`config.mk`:
```
export PLATFORM = sky130hd
export DESIGN_NAME = ex_stage_md
export DESIGN_NICKNAME = d
export VERILOG_FILES = /design/src/rtl/alu_pkg.sv /design/src/rtl/ex_stage_md_pkg.sv /design/src/rtl/alu.sv /design/src/rtl/ex_stage_md_md_unit.sv /design/src/rtl/ex_stage_md.sv
export SDC_FILE = /design/constraint.sdc
export NUM_CORES = 2
export LEC_CHECK = 0
export ABC_CLOCK_PERIOD_IN_PS = 10200
export BUFFER_PORTS_ARGS = -buffer_cell sky130_fd_sc_hd__buf_4
export CAP_MARGIN = 20
export CORE_ASPECT_RATIO = 1.5
export CORE_MARGIN = 1
export CORE_UTILIZATION = 50
export CTS_CLUSTER_SIZE = 30
export DETAILED_ROUTE_END_ITERATION = 10
export GPL_TIMING_DRIVEN = 1
export PLACE_DENSITY = 0.73
export SLEW_MARGIN = 40
export SYNTH_ARGS = -nofsm -noshare
export SYNTH_HDL_FRONTEND = slang
export SYNTH_SLANG_ARGS = --single-unit
```
`constraint.sdc`:
```
create_clock -name clk -period 10.2 [get_ports clk]
set_input_delay 2.04 -clock clk [delete_from_list [all_inputs] [get_ports clk]]
set_output_delay 2.04 -clock clk [all_outputs]
set_load 0.01 [all_outputs]
```
`src/rtl/alu_pkg.sv`:
```
// rtl/alu_pkg.sv - ALU operation encoding shared by decode and execute
package alu_pkg;
  localparam int ALUOP_W = 4;

  typedef enum logic [ALUOP_W-1:0] {
    ALU_ADD    = 4'd0,
    ALU_SUB    = 4'd1,
    ALU_SLL    = 4'd2,
    ALU_SLT    = 4'd3,
    ALU_SLTU   = 4'd4,
    ALU_XOR    = 4'd5,
    ALU_SRL    = 4'd6,
    ALU_SRA    = 4'd7,
    ALU_OR     = 4'd8,
    ALU_AND    = 4'd9,
    ALU_PASS_B = 4'd10
  } aluop_t;
endpackage

```
`src/rtl/ex_stage_md_pkg.sv`:
```
// rtl/ex_stage_md_pkg.sv - mul/div op encoding, state type and op classification helpers
package ex_stage_md_pkg;
  typedef enum logic [2:0] {
    MD_MUL    = 3'd0,
    MD_MULH   = 3'd1,
    MD_MULHSU = 3'd2,
    MD_MULHU  = 3'd3,
    MD_DIV    = 3'd4,
    MD_DIVU   = 3'd5,
    MD_REM    = 3'd6,
    MD_REMU   = 3'd7
  } mdop_t;

  typedef enum logic {IDLE = 1'b0, BUSY = 1'b1} md_state_t;

  function automatic int cnt_width(input int w);
    return $clog2(w + 1);
  endfunction

  function automatic logic is_signed_a(input mdop_t op);
    return (op == MD_MULH) || (op == MD_MULHSU) || (op == MD_DIV) || (op == MD_REM);
  endfunction

  function automatic logic is_signed_b(input mdop_t op);
    return (op == MD_MULH) || (op == MD_DIV) || (op == MD_REM);
  endfunction

  function automatic logic is_div(input mdop_t op);
    return op[2];
  endfunction
endpackage

```
`src/rtl/alu.sv`:
```
// rtl/alu.sv - single-cycle combinational integer ALU
module alu
  import alu_pkg::*;
#(
  parameter int DATA_WIDTH = 32
) (
  input  aluop_t                op,
  input  logic [DATA_WIDTH-1:0] a,
  input  logic [DATA_WIDTH-1:0] b,
  output logic [DATA_WIDTH-1:0] res
);
  localparam int SH_W = $clog2(DATA_WIDTH);

  logic [SH_W-1:0] shamt;
  assign shamt = b[SH_W-1:0];

  always_comb begin
    res = '0;
    case (op)
      ALU_ADD:    res = a + b;
      ALU_SUB:    res = a - b;
      ALU_SLL:    res = a << shamt;
      ALU_SLT:    res = DATA_WIDTH'($signed(a) < $signed(b));
      ALU_SLTU:   res = DATA_WIDTH'(a < b);
      ALU_XOR:    res = a ^ b;
      ALU_SRL:    res = a >> shamt;
      ALU_SRA:    res = $signed(a) >>> shamt;
      ALU_OR:     res = a | b;
      ALU_AND:    res = a & b;
      ALU_PASS_B: res = b;
      default:    res = '0;
    endcase
  end
endmodule

```
`src/rtl/ex_stage_md_md_unit.sv`:
```
// rtl/ex_stage_md_md_unit.sv - iterative shift-add multiplier / restoring divider on operand magnitudes
module md_unit
  import ex_stage_md_pkg::*;
#(
  parameter int DATA_WIDTH = 32
) (
  input  logic                  clk,
  input  logic                  rst,
  input  logic                  flush,
  input  logic                  start,
  input  mdop_t                 op,
  input  logic [DATA_WIDTH-1:0] a,
  input  logic [DATA_WIDTH-1:0] b,
  output logic                  busy,
  output logic                  done,
  output logic [DATA_WIDTH-1:0] result,
  output logic                  special_hit,
  output logic [DATA_WIDTH-1:0] special_res
);
  localparam int W     = DATA_WIDTH;
  localparam int CNT_W = cnt_width(W);
  localparam logic [W-1:0] MIN_NEG = {1'b1, {(W-1){1'b0}}};

  md_state_t        state, state_nxt;
  logic [CNT_W-1:0] cnt;
  logic [W-1:0]     hi, lo, opd, spec_res_q;
  mdop_t            op_q;
  logic             neg_q, neg_r, spec_q;

  logic             a_neg, b_neg;
  logic [W-1:0]     a_mag, b_mag;
  logic [W:0]       mul_sum, div_sh;
  logic             div_ge;
  logic [W-1:0]     step_hi, step_lo;
  logic [2*W-1:0]   prod;

  assign a_neg = is_signed_a(op) && a[W-1];
  assign b_neg = is_signed_b(op) && b[W-1];
  assign a_mag = a_neg ? -a : a;
  assign b_mag = b_neg ? -b : b;
  assign busy  = (state == BUSY);

  // Divide-by-zero and signed overflow have architecturally fixed results
  always_comb begin
    special_hit = 1'b0;
    special_res = '0;
    if (is_div(op)) begin
      if (b == '0) begin
        special_hit = 1'b1;
        special_res = op[1] ? a : '1;
      end else if (is_signed_a(op) && (a == MIN_NEG) && (b == '1)) begin
        special_hit = 1'b1;
        special_res = op[1] ? '0 : a;
      end
    end
  end

  always_comb begin
    mul_sum = {1'b0, hi} + (lo[0] ? {1'b0, opd} : '0);
    div_sh  = {hi, lo[W-1]};
    div_ge  = (div_sh >= {1'b0, opd});
    if (is_div(op_q)) begin
      step_hi = div_ge ? (div_sh[W-1:0] - opd) : div_sh[W-1:0];
      step_lo = {lo[W-2:0], div_ge};
    end else begin
      step_hi = mul_sum[W:1];
      step_lo = {mul_sum[0], lo[W-1:1]};
    end
  end

  // Result is taken from the final step's next value so the last step costs no extra cycle
  always_comb begin
    prod = {step_hi, step_lo};
    if (neg_q) prod = -prod;
    case (op_q)
      MD_MUL:                       result = prod[W-1:0];
      MD_MULH, MD_MULHSU, MD_MULHU: result = prod[2*W-1:W];
      MD_DIV, MD_DIVU:              result = neg_q ? -step_lo : step_lo;
      default:                      result = neg_r ? -step_hi : step_hi;
    endcase
    if (spec_q) result = spec_res_q;
  end

  always_comb begin
    state_nxt = state;
    done      = 1'b0;
    case (state)
      IDLE: if (start) state_nxt = BUSY;
      BUSY: if (cnt == CNT_W'(W - 1)) begin
        done      = !flush;
        state_nxt = IDLE;
      end
      default: state_nxt = IDLE;
    endcase
    if (flush) state_nxt = IDLE;
  end

  always_ff @(posedge clk or posedge rst) begin
    if (rst) state <= IDLE;
    else     state <= state_nxt;
  end

  always_ff @(posedge clk or posedge rst) begin
    if (rst) begin
      cnt        <= '0;
      hi         <= '0;
      lo         <= '0;
      opd        <= '0;
      op_q       <= MD_MUL;
      neg_q      <= 1'b0;
      neg_r      <= 1'b0;
      spec_q     <= 1'b0;
      spec_res_q <= '0;
    end else if (flush) begin
      cnt <= '0;
    end else if (state == IDLE) begin
      cnt <= '0;
      if (start) begin
        hi         <= '0;
        lo         <= is_div(op) ? a_mag : b_mag;
        opd        <= is_div(op) ? b_mag : a_mag;
        op_q       <= op;
        neg_q      <= a_neg ^ b_neg;
        neg_r      <= a_neg;
        spec_q     <= special_hit;
        spec_res_q <= special_res;
      end
    end else begin
      hi  <= step_hi;
      lo  <= step_lo;
      cnt <= cnt + 1'b1;
    end
  end
endmodule

```
`src/rtl/ex_stage_md.sv`:
```
// rtl/ex_stage_md.sv - handshaked execute stage: single-cycle ALU plus iterative RV32M mul/div
module ex_stage_md
  import alu_pkg::*;
  import ex_stage_md_pkg::*;
#(
  parameter int DATA_WIDTH = 32,
  parameter int RF_ADDR_W  = 5,
  parameter int WB_SEL_W   = 2,
  parameter int EARLY_OUT  = 1
) (
  input  logic                  clk,
  input  logic                  rst,
  input  logic                  valid_i,
  output logic                  ready_o,
  input  logic                  flush_i,
  input  aluop_t                aluop_i,
  input  logic                  md_en_i,
  input  logic [2:0]            mdop_i,
  input  logic [DATA_WIDTH-1:0] opr_a_i,
  input  logic [DATA_WIDTH-1:0] opr_b_i,
  input  logic [DATA_WIDTH-1:0] imm_i,
  input  logic                  opr_b_sel_i,
  input  logic [RF_ADDR_W-1:0]  rd_i,
  input  logic                  rf_en_i,
  input  logic                  dm_en_i,
  input  logic [WB_SEL_W-1:0]   wb_sel_i,
  output logic                  valid_o,
  input  logic                  ready_i,
  output logic [DATA_WIDTH-1:0] opr_res_o,
  output logic [DATA_WIDTH-1:0] opr_b_o,
  output logic [RF_ADDR_W-1:0]  rd_o,
  output logic                  rf_en_o,
  output logic                  dm_en_o,
  output logic [WB_SEL_W-1:0]   wb_sel_o
);
  logic [DATA_WIDTH-1:0] opr_b_mux, alu_res, md_res, md_special_res, now_res;
  logic                  md_busy, md_done, md_special_hit;
  logic                  accept, early, md_start, load_now;

  logic [DATA_WIDTH-1:0] pend_b;
  logic [RF_ADDR_W-1:0]  pend_rd;
  logic                  pend_rf, pend_dm;
  logic [WB_SEL_W-1:0]   pend_wb;

  assign opr_b_mux = opr_b_sel_i ? imm_i : opr_b_i;
  assign ready_o   = !md_busy && (!valid_o || ready_i);
  assign accept    = valid_i && ready_o && !flush_i;
  assign early     = (EARLY_OUT != 0) && md_special_hit;
  assign md_start  = accept && md_en_i && !early;
  assign load_now  = accept && (!md_en_i || early);
  assign now_res   = md_en_i ? md_special_res : alu_res;

  alu #(.DATA_WIDTH(DATA_WIDTH)) u_alu (
    .op  (aluop_i),
    .a   (opr_a_i),
    .b   (opr_b_mux),
    .res (alu_res)
  );

  md_unit #(.DATA_WIDTH(DATA_WIDTH)) u_md (
    .clk         (clk),
    .rst         (rst),
    .flush       (flush_i),
    .start       (md_start),
    .op          (mdop_t'(mdop_i)),
    .a           (opr_a_i),
    .b           (opr_b_i),
    .busy        (md_busy),
    .done        (md_done),
    .result      (md_res),
    .special_hit (md_special_hit),
    .special_res (md_special_res)
  );

  // Sideband waits here while the iterative op runs
  always_ff @(posedge clk or posedge rst) begin
    if (rst) begin
      pend_b  <= '0;
      pend_rd <= '0;
      pend_rf <= 1'b0;
      pend_dm <= 1'b0;
      pend_wb <= '0;
    end else if (md_start) begin
      pend_b  <= opr_b_i;
      pend_rd <= rd_i;
      pend_rf <= rf_en_i;
      pend_dm <= dm_en_i;
      pend_wb <= wb_sel_i;
    end
  end

  always_ff @(posedge clk or posedge rst) begin
    if (rst) begin
      valid_o   <= 1'b0;
      opr_res_o <= '0;
      opr_b_o   <= '0;
      rd_o      <= '0;
      rf_en_o   <= 1'b0;
      dm_en_o   <= 1'b0;
      wb_sel_o  <= '0;
    end else if (flush_i) begin
      valid_o <= 1'b0;
      rf_en_o <= 1'b0;
      dm_en_o <= 1'b0;
    end else if (load_now) begin
      valid_o   <= 1'b1;
      opr_res_o <= now_res;
      opr_b_o   <= opr_b_i;
      rd_o      <= rd_i;
      rf_en_o   <= rf_en_i;
      dm_en_o   <= dm_en_i;
      wb_sel_o  <= wb_sel_i;
    end else if (md_done) begin
      valid_o   <= 1'b1;
      opr_res_o <= md_res;
      opr_b_o   <= pend_b;
      rd_o      <= pend_rd;
      rf_en_o   <= pend_rf;
      dm_en_o   <= pend_dm;
      wb_sel_o  <= pend_wb;
    end else if (valid_o && ready_i) begin
      valid_o <= 1'b0;
    end
  end
endmodule

```
==> run metrics <==
number of top-level pins=194; Seq/Total Area, Yosys=21.7%; EDFF count, synth=0; Async S/R FF share, synth=100%; Pins Over Slew Limit=0; Final Hold Fails=0; Detailed Route Iter0 Violations=4427; Slew @ Worst Pin=926 ps; share of the synthesized area in the top cell type=21.7%; worst skew pair latency=610 ps; clk_skew=22.0 ps; top-count cell post-synth=nand2_1; clk sinks=256; post-route clock period utilization=72.1%; initial antenna violation count=6; post-DP HPWL=116000 µm; Hold-fix buffers, CTS=0; area leader, netlist=dfrtp_1; starting density of the core=50.8%; Area Growth Syn to Fin=10.3%; Core ar.=0.0581 mm²; Synth Warn #=0; postcts setup bufs=0; Setup CP Type=primary input to flop; critical path endpoint category=flop; number of nets in the layout=4288; Worst Hold Class=flop to flop; Die ar.=0.0601 mm²; Cells after Synth=4000; Worst VDD drop=0.178 mV; chip width=200 µm; vias in the first global route=32.5k; Longest Clk Path Bufs=3; gr usage total=50.2%; main flop type after synthesis=dfrtp_1; R2R setup slack=3340 ps; first-pass GRT wire length=224000 µm; post-synth cell types=104; Non-Filler Instances=4795; Worst EP arrival=7770 ps; power density over the cells=235 mW/mm²; FF-to-FF path depth=24; via-per-instance ratio=7.04; Synth Area in Compound Gates=30.7%; post-synthesis simple-gate area fraction=20.7%; max_cap viols=0; Setup Viol. Count Final=0; H-tree Lvls=1; CTS clk-pin slew, worst paths=70 ps; vias after detailed routing=33.8k; Pleak=13.9 nW; multiplexer share of the synthesized area=8.01%; RSZ-0062 raised after global routing=false; WL per Instance=31.6 µm; Fin Setup TNS=0 ps; status=finished clean; slew margin rel.=36.5%; FF-to-FF Start=u_md.opd[8]$_DFFE_PP0P_; Hold Path End=u_md.cnt[0]$_DFF_PP0_; Filler cells=5714; hold path depth=1; total congestion overflow=0; Die H=300 µm; root buf cell=clkbuf_16; final core occ=56.1%; placed insts=4736; antenna-violating nets left=0; share of layout cells above drive strength 1=12.2%; largest net degree at the start of global routing=175; area of the multi-input gates=0.0216 mm²; post-CTS resize count=0; Avg Inst Size Synth=7.38 µm²; GPL Wtd Cong=1.14; Core Rows=108; Seq cells post-synth=256; minimum clock period=7350 ps; largest family of logic cells by synthesized area=compound AO/OA/AOI/OAI gates; Required @ worst endpoint=10620 ps; reg2reg end=opr_res_o[26]$_DFFE_PP0P_; Critical Path Source Type=primary input; top cells by area, synth=dfrtp_1, ha_1, o21ai_0, nand2_1, a21oi_1; Post-Route WL=152000 µm; Post-synth top cells=nand2_1, o21ai_0, nor2_1; CTS tree=built; area share of xor/xnor cells in the synthesized design=5.34%; TritonRoute pass-1 iters=7; syn nets=4290; Num CTS Buffers=27; Adder-Cell Fraction of Synth Area=7.35%; Syn Std Cell Area=0.0295 mm²; FF+latch area=0.00641 mm²; I/O Buffers=193; Crit Path Max Fanout=49; Post-route DRC=0; min-delay src=u_md.cnt[0]$_DFF_PP0_; max frequency=0.136 GHz
[area by class of cell]
class	instances	share of cell area, %
Antenna cell	6	0.0461
Timing Repair Buffer	269	6.34
Inverter	169	1.99
Clock inverter	13	0.419
Multi-Input combinational cell	3275	66.2
Sequential cell	256	19.7
Clock buffer	37	2.40
Tap cell	770	2.96
[kinds of logic (layout without fill, tap and decap cells)]
| logic type | count (synthesis) | in the layout |
|---|---|---|
| other | 0 | 6 |
| and+or+nand+nor | 1307 | 1307 |
| adders and majority gates | 171 | 171 |
| DFF | 256 | 256 |
| buffers and inverters | 469 | 488 |
| muxes | 213 | 213 |
| xor gates and xnor gates | 180 | 180 |
| AOI/OAI and AO/OA | 1404 | 1404 |
[layout by cell type, fill, tap and decap left out, types with 14 or more instances in the layout]
master	instances
nand2_1	448
o21ai_0	392
nor2_1	320
a21oi_1	316
buf_4	263
dfrtp_1	255
ha_1	167
inv_1	163
mux2i_1	125
xnor2_1	120
nor3_1	110
nand3_1	107
and2_1	84
o211ai_1	73
a22oi_1	72
mux2_2	65
xor2_1	58
a21o_1	55
a31oi_1	47
a211oi_1	43
nand4_1	41
o31ai_1	39
o221ai_1	38
o22ai_1	37
or3_1	33
a221oi_1	31
o21bai_1	29
nand2b_1	28
clkbuf_16	27
and3_1	21
nor4_1	20
nor2b_1	19
o21a_1	18
a221o_1	17
o2111ai_1	15
a2111oi_0	15
o41ai_1	14
[per-layer routing]
metal	part of all wire [%]	GRT usage, %
met4	13	52.7
met3	9.3	14.6
met2	45	80.2
met5	0.051	1.59
met1	32	51.1
[power breakdown]
group	switching, W	total (W)	internal (W)
sequential	0.000286	0.00153	0.00125
clock	0.000470	0.00104	0.000571
combinational	0.00336	0.00507	0.00172
[worst max path at each step]
stage,from,cells after the start,slack [ps],end
after floorplan,rst,1,1120,dm_en_o$_DFFE_PP0P_
after global placement,opr_b_sel_i,21,2380,opr_res_o[26]$_DFFE_PP0P_
after detailed placement,opr_b_sel_i,19,2520,opr_res_o[19]$_DFFE_PP0P_
after CTS,opr_b_sel_i,19,3140,opr_res_o[19]$_DFFE_PP0P_
after global routing,opr_b_sel_i,21,2790,opr_res_o[26]$_DFFE_PP0P_
final,opr_b_sel_i,19,2850,opr_res_o[19]$_DFFE_PP0P_
[registers in the layout, summed over array words and instances (netlist names), 2 cells and up]
name / count
u_md.cnt: 6
pend_b: 32
pend_wb: 2
u_md.hi: 32
u_md.opd: 32
opr_b_o: 32
u_md.spec_res_q: 32
wb_sel_o: 2
u_md.lo: 32
opr_res_o: 32
pend_rd: 5
rd_o: 5
u_md.op_q: 3
[critical path, cell delays in order]
cell and delay [ps]:
buf_4 510, mux2i_4 320, buf_4 490, clkinv_1 170, buf_4 290, ha_1 260, o21ba_2 230, or4_1 490
nand4_1 180, a31oi_1 270, o31a_1 360, o21bai_1 210, o31ai_1 360, a2bb2oi_1 190, nor2_1 50, a2111oi_0 740
nor2_1 110, a211oi_1 280, o221ai_1 190
[through the flow]
step / hold slack, ps / setup slack (ps) / cell area (µm²) / power [W]
after floorplan: 433 / 1120 / 29500 / 0.00469
after global routing: 493 / 2790 / 32600 / 0.00803
after global placement: 449 / 2380 / 31500 / 0.00629
after detailed placement: 456 / 2520 / 31500 / 0.00632
final: 466 / 2850 / 32600 / 0.00764
after CTS: 464 / 3140 / 32400 / 0.00738
No activity file was read; power rests on OpenSTA's default activity.
